[src/rtl/cdb_arbiter_pkg.sv]
// Shared types and constants for the execution-pipeline CDB arbiter.
// Provides the ROB index / exception code types, the CDB word struct,
// the execution-unit index map and the output-stage state encoding.
package cdb_arbiter_pkg;

   // Datapath and ROB geometry
   localparam int XLEN            = 64;
   localparam int ROB_IDX_LEN     = 4;
   localparam int EXCEPT_CODE_LEN = 4;

   typedef logic [ROB_IDX_LEN-1:0]     rob_idx_t;
   typedef logic [EXCEPT_CODE_LEN-1:0] except_code_t;

   // One word as broadcast on the common data bus
   typedef struct packed {
      rob_idx_t          rob_idx;
      logic [XLEN-1:0]   res_value;
      logic              except_raised;
      except_code_t      except_code;
   } cdb_t;

   // Upper bound on the number of units that may share the bus
   localparam int EU_N_MAX = 8;

   // Fixed slot assignment of execution units on the arbiter inputs
   localparam int EU_LOAD    = 0;
   localparam int EU_INT_ALU = 1;
   localparam int EU_BRANCH  = 2;
   localparam int EU_FPU     = 3;

   // Output stage occupancy
   typedef enum logic {
      OUT_EMPTY = 1'b0,
      OUT_FULL  = 1'b1
   } out_state_e;

endpackage

[src/rtl/rr_arbiter.sv]
// Generic round-robin arbiter: searches req starting at ptr, wrapping
// modulo N, and returns the first requester as one-hot and binary index.
// Purely combinational; the caller owns and updates the pointer.
module rr_arbiter #(
   parameter  int N  = 4,
   localparam int PW = (N > 1) ? $clog2(N) : 1
) (
   input  logic [N-1:0]  req,
   input  logic [PW-1:0] ptr,
   output logic [N-1:0]  gnt,
   output logic [PW-1:0] idx,
   output logic          any
);

   // First set request at or after ptr, wrapping past N-1 back to 0
   always_comb begin
      int pos;
      // NOTE: combinational logic uses blocking '=' and assigns every output
      // a default first, so no path leaves a value held (no latch).
      gnt = '0;
      idx = '0;
      any = 1'b0;
      pos = 0;
      for (int i = 0; i < N; i++) begin
         pos = int'(ptr) + i;
         if (pos >= N) pos = pos - N;
         if (!any && req[pos]) begin
            any      = 1'b1;
            gnt[pos] = 1'b1;
            idx      = PW'(pos);
         end
      end
   end

endmodule

[src/rtl/cdb_arbiter.sv]
// Common data bus arbiter: collects results offered by the execution
// units, grants one per cycle round-robin and registers the winner into
// a single-entry output stage that drives the CDB towards the ROB.
// Optional build macro CDB_ARB_EU0_PRIO_EN: the load unit (EU 0) gets
// absolute priority and the remaining units rotate among themselves.
module cdb_arbiter
   import cdb_arbiter_pkg::*;
#(
   parameter  int N_EU = 4,
   localparam int PW   = $clog2(N_EU)
) (
   input  logic                           clk_i,
   input  logic                           rst_i,
   input  logic                           flush_i,
   input  logic [N_EU-1:0]                eu_valid_i,
   output logic [N_EU-1:0]                eu_ready_o,
   input  rob_idx_t     [N_EU-1:0]        eu_idx_i,
   input  logic         [N_EU-1:0][XLEN-1:0] eu_data_i,
   input  logic [N_EU-1:0]                eu_except_raised_i,
   input  except_code_t [N_EU-1:0]        eu_except_code_i,
   input  logic                           rob_ready_i,
   output logic                           cdb_valid_o,
   output rob_idx_t                       cdb_idx_o,
   output logic [XLEN-1:0]                cdb_data_o,
   output logic                           cdb_except_raised_o,
   output except_code_t                   cdb_except_o
);

   localparam logic [PW-1:0] LAST_EU = PW'(N_EU - 1);

   out_state_e      state_q, state_d;
   cdb_t            cdb_q;
   cdb_t            win_word;
   logic [PW-1:0]   rr_ptr;
   logic [PW-1:0]   ptr_next;
   logic [N_EU-1:0] win_gnt;
   logic [PW-1:0]   win_idx;
   logic            any_req;
   logic            can_load;
   logic            grant;

`ifdef CDB_ARB_EU0_PRIO_EN
   // Units 1..N_EU-1 rotate among themselves; pointer lives in 1..N_EU-1
   localparam int            NS      = N_EU - 1;
   localparam int            SPW     = (NS > 1) ? $clog2(NS) : 1;
   localparam logic [PW-1:0] PTR_RST = PW'(1);

   logic [SPW-1:0] sub_ptr;
   logic [SPW-1:0] sub_idx;
   logic [NS-1:0]  sub_gnt;
   logic           sub_any;

   assign sub_ptr = SPW'(rr_ptr - PW'(1));

   rr_arbiter #(.N(NS)) u_rr (
      .req (eu_valid_i[N_EU-1:1]),
      .ptr (sub_ptr),
      .gnt (sub_gnt),
      .idx (sub_idx),
      .any (sub_any)
   );

   // Load unit wins outright; otherwise take the rotating sub-arbiter result
   always_comb begin
      win_gnt = '0;
      win_idx = '0;
      any_req = 1'b0;
      if (eu_valid_i[EU_LOAD]) begin
         win_gnt[EU_LOAD] = 1'b1;
         win_idx          = PW'(EU_LOAD);
         any_req          = 1'b1;
      end else begin
         win_gnt = {sub_gnt, 1'b0};
         win_idx = PW'(sub_idx) + PW'(1);
         any_req = sub_any;
      end
   end

   // Pointer advance: untouched by a load-unit grant, wraps back to 1
   always_comb begin
      ptr_next = rr_ptr;
      if (win_idx == PW'(EU_LOAD)) ptr_next = rr_ptr;
      else if (win_idx == LAST_EU) ptr_next = PTR_RST;
      else                         ptr_next = win_idx + PW'(1);
   end
`else
   localparam logic [PW-1:0] PTR_RST = '0;

   rr_arbiter #(.N(N_EU)) u_rr (
      .req (eu_valid_i),
      .ptr (rr_ptr),
      .gnt (win_gnt),
      .idx (win_idx),
      .any (any_req)
   );

   // Pointer advance: one past the winner, wrapping to 0 after the last unit
   always_comb begin
      ptr_next = (win_idx == LAST_EU) ? PTR_RST : win_idx + PW'(1);
   end
`endif

   // Winner's fields, selected for loading into the output stage
   always_comb begin
      win_word.rob_idx       = eu_idx_i[win_idx];
      win_word.res_value     = eu_data_i[win_idx];
      win_word.except_raised = eu_except_raised_i[win_idx];
      win_word.except_code   = eu_except_code_i[win_idx];
   end

   // The stage can take a new word when empty or when the ROB drains it now
   assign can_load = !flush_i && ((state_q == OUT_EMPTY) || rob_ready_i);
   assign grant    = |eu_ready_o;

   // Output stage state register
   always_ff @(posedge clk_i or posedge rst_i) begin
      // NOTE: sequential state is updated with non-blocking '<=' so every
      // register samples the pre-edge values of the others.
      if (rst_i) state_q <= OUT_EMPTY;
      else       state_q <= state_d;
   end

   // Output stage next state: flush empties, grant fills, drain empties
   always_comb begin
      state_d = state_q;
      if (flush_i)                                    state_d = OUT_EMPTY;
      else if (grant)                                 state_d = OUT_FULL;
      else if (state_q == OUT_FULL && rob_ready_i)    state_d = OUT_EMPTY;
   end

   // Grant outputs: one-hot winner only when the stage can accept it
   always_comb begin
      eu_ready_o = '0;
      if (!rst_i && can_load && any_req) eu_ready_o = win_gnt;
   end

   // Round-robin pointer: restarts on flush, advances on every grant
   always_ff @(posedge clk_i or posedge rst_i) begin
      if (rst_i)        rr_ptr <= PTR_RST;
      else if (flush_i) rr_ptr <= PTR_RST;
      else if (grant)   rr_ptr <= ptr_next;
   end

   // CDB word register: loads the granted result, otherwise holds
   always_ff @(posedge clk_i or posedge rst_i) begin
      // NOTE: the payload is reset as well so the bus reads all-zero after
      // reset instead of exposing stale or X data to snooping stations.
      if (rst_i)      cdb_q <= '0;
      else if (grant) cdb_q <= win_word;
   end

   assign cdb_valid_o         = (state_q == OUT_FULL);
   assign cdb_idx_o           = cdb_q.rob_idx;
   assign cdb_data_o          = cdb_q.res_value;
   assign cdb_except_raised_o = cdb_q.except_raised;
   assign cdb_except_o        = cdb_q.except_code;

endmodule

[config.mk]
export PLATFORM = sky130hd
export DESIGN_NAME = cdb_arbiter
export DESIGN_NICKNAME = d
export VERILOG_FILES = /design/src/rtl/cdb_arbiter_pkg.sv /design/src/rtl/rr_arbiter.sv /design/src/rtl/cdb_arbiter.sv
export SDC_FILE = /design/constraint.sdc
export NUM_CORES = 1
export LEC_CHECK = 0
export ABC_AREA = 0
export CAP_MARGIN = 10
export CORE_AREA = 2 2 145 147
export DETAILED_ROUTE_END_ITERATION = 8
export DIE_AREA = 0 0 147 149
export PLACE_DENSITY = 0.69
export SETUP_SLACK_MARGIN = 0.1
export SLEW_MARGIN = 20
export SYNTH_ARGS = -nofsm -noshare
export SYNTH_HDL_FRONTEND = slang
export SYNTH_SLANG_ARGS = --single-unit
[constraint.sdc]
create_clock -name clk_i -period 3.55 [get_ports clk_i]
set_input_delay 0.71 -clock clk_i [delete_from_list [all_inputs] [get_ports clk_i]]
set_output_delay 0.71 -clock clk_i [all_outputs]
set_load 0.005 [all_outputs]
==> impl_results.md <==
- Antenna Nets Post-Route: 0
- GP Congestion: 0.804
- Pwr Total: 7.68 mW
- CP peak stage delay: 440 ps
- Vias per cell: 4.66
- Hold WS: 483 ps
- Die Span X: 147 µm
- Initial antenna violation count: 0
- Post-layout min period: 3440 ps
- Vias: 5,458
- Min-Delay Path Class: flip-flop to flip-flop
- Synth area leader: mux2i_1
- Ports: 378
- Largest net degree at the start of global routing: 45
- Top cell type's share of synthesized area: 0.383
- Slowest cell on the critical path: clkdlybuf4s50_1
- Detailed Route WL: 20,300 µm
- Setup TNS: 0 ps
- Total track usage: 0.180
- Detailed Route Iter0 Violations: 125
- Seq/Total Area, Yosys: 0.325
- Port Buf Inserts: 377
- Post-synthesis register bit count: 76
- Worst setup path class: flip-flop to output port
- Mapped Nets: 803
- Most frequent cells in the layout: 370 x clkdlybuf4s50_1, 222 x mux2i_1, 76 x dfrtp_1
- Synthesized instance count: 499
- Die area: 21,900 µm²
- Crit start category: flip-flop
- Layout Area Growth over Synthesis: 80.4%
- Period utilisation layout: 0.969
- Mapped Avg Cell Area: 11.7 µm²
- Clk root buf: clkbuf_16
- Hold Violations, Final: 0
- Hold Buf Count CTS: 0
- Worst slew pin tran: 746 ps
- Critical Path RT: 2840 ps
- Peak VDD IR: 0.331 mV
- Htree depth: 3
- Fmax: 291 MHz
- Starting Density: 0.284
- Residual DRC: 0
- Clock sink count: 76
- First-pass GRT wire length: 30,900 µm
- CTS tree: done
- Avg WL per Cell: 17.4 µm
- Mapped Area: 5850 µm²
- Hpwl dp: 16,400 µm
- Synth area leaders: mux2i_1 38%, dfrtp_1 33%, mux2_1 13%, mux2_4 2.3%, buf_4 1.8%
- Status: finished clean
- CP arrival: 2730 ps
- Cell Chain, Critical Path: inv_4 -> ha_4 -> mux2_4 -> and3_1 -> a2111o_1 -> o21ai_1 -> a21oi_1 -> clkdlybuf4s50_1
- Pins over their slew limit: 0
- N_diodes: 0
- Vias in the first global route: 5,712
- RSZ-0062 raised after global routing: true
- Share of cells above drive strength 1: 0.0938
- Final setup violation count: 0
- Buf/Inv on CP: 2
- Clock Latency Late Sink: 340 ps
- PwrDens: 728 nW/µm²
- Die height: 149 µm
- Crit end category: output port
- Clock transition at path regs: 60 ps
- CP Max Fanout: 10
- Fin nets: 1,196
- Synth Warn #: 0
- Post-layout util: 0.513
- Gr ovfl total: 0
- Placeable Area: 20,600 µm²
- Worst slew margin: 0.503
- Max Clock Skew: 12.3 ps
- Drt pass-1 iters: 4
- Clock buffer depth: 2
- Distinct cells, synth: 41
- Commonest non-fill, non-tap cell in the layout: clkdlybuf4s50_1
- Max Cap Violations: 0
- Site Rows: 53
- CP delay by family, top: compound AO/OA/AOI/OAI gates
- Inserted Clock Buffers: 9
- Leakage: 4.61 nW
-- synth_stat cells, drive strengths merged --
cell,n
xor2,1
nor2b,1
nor4b,1
nand2b,3
nor2,9
a21o,1
dfrtp,76
o22a,1
nand3b,1
o32ai,2
a31oi,1
and2,1
o31ai,1
nand3,2
and4b,1
o22ai,3
or3,1
a2111o,3
mux4,2
mux2,77
nand2,11
clkbuf,3
a221o,1
inv,4
mux2i,225
and3,4
a21oi,12
o21ai,7
ha,4
a211oi,2
nor3,1
a32oi,1
buf,36
-- power by group --
group / leakage, nW / internal (mW) / switching [mW]
logic: 3.57 / 3.07 / 2.15
clock network: 0.142 / 0.542 / 0.382
registers: 0.898 / 1.31 / 0.219
total: 4.61 / 4.92 / 2.75
-- what timing repair did --
action | 4_1_cts | 5_1_grt
pin swaps | 1 | 2
setup buffers | 0 | 3
gates resized for setup | 9 | 10
endpoints found under the setup margin | 4 | 4
-- per-layer routing --
layer / GRT usage / vias to the layer above / part of all wire
met5: 0 / - / 0
met4: 0.0433 / 0 / 0.013
met3: 0.0508 / 16 / 0.085
met2: 0.332 / 242 / 0.52
met1: 0.206 / 2557 / 0.39
li1: - / 2643 / -
-- flip-flops by register name, summed over array words and instances (netlist names) --
signal and flops:
cdb_data_o 64, cdb_except_o 4, cdb_idx_o 4, rr_ptr 2
cdb_except_raised_o 1, cdb_valid_o 1
-- cell families (layout without fill, tap and decap cells) --
group                      after synthesis  in the layout  synth area share
AOI/OAI and AO/OA                       35             35            0.0398
xor gates and xnor gates                 1              1           0.00150
adders and majority gates                4              4           0.00856
buffers and inverters                   43            440            0.0466
DFF                                     76             76             0.325
muxes                                  304            304             0.548
and+or+nand+nor                         36             36            0.0306
-- final timing paths --
kind	from	endpoint	slack, ps	cells past startpoint
hold / removal	cdb_data_o[34]$_DFFE_PP0P_	cdb_data_o[34]$_DFFE_PP0P_	480	1
setup / recovery	rr_ptr[0]$_DFFE_PP0P_	eu_ready_o[2]	110	8
hold reg to reg	cdb_data_o[34]$_DFFE_PP0P_	cdb_data_o[34]$_DFFE_PP0P_	480	1
max in group asynchronous	rst_i	cdb_idx_o[2]$_DFFE_PP0P_	2040	3
min in group asynchronous	rst_i	cdb_data_o[25]$_DFFE_PP0P_	820	2
setup reg to reg	rr_ptr[0]$_DFFE_PP0P_	cdb_data_o[7]$_DFFE_PP0P_	450	11
-- layout make-up --
class | instances | area (µm²)
sequential | 76 | 1900
tap | 275 | 344
multi-input combinational | 380 | 3750
timing repair buffer | 421 | 4240
clock inverter | 6 | 65.1
fill | 1892 | 10000
clock buffer | 9 | 225
inverter | 4 | 18.8
-- metrics by stage --
step	setup slack, ps	area (µm²)	cells
after floorplan	443	5850	499
after global placement	-27.4	10200	1153
after detailed placement	-71.4	10200	1153
after CTS	113	10500	1168
after global routing	13.8	10500	1171
final	110	10500	1171
-- worst reg2reg max path, cell delays in order, from the launching register on --
cell,delay (ps)
dfrtp_1,390
inv_4,90
ha_4,340
mux4_2,520
nand3b_1,200
buf_4,150
a21oi_1,130
a21oi_1,60
and4b_1,230
a21oi_4,220
buf_12,270
mux2_1,400
Power figures use the tool's default switching activity.
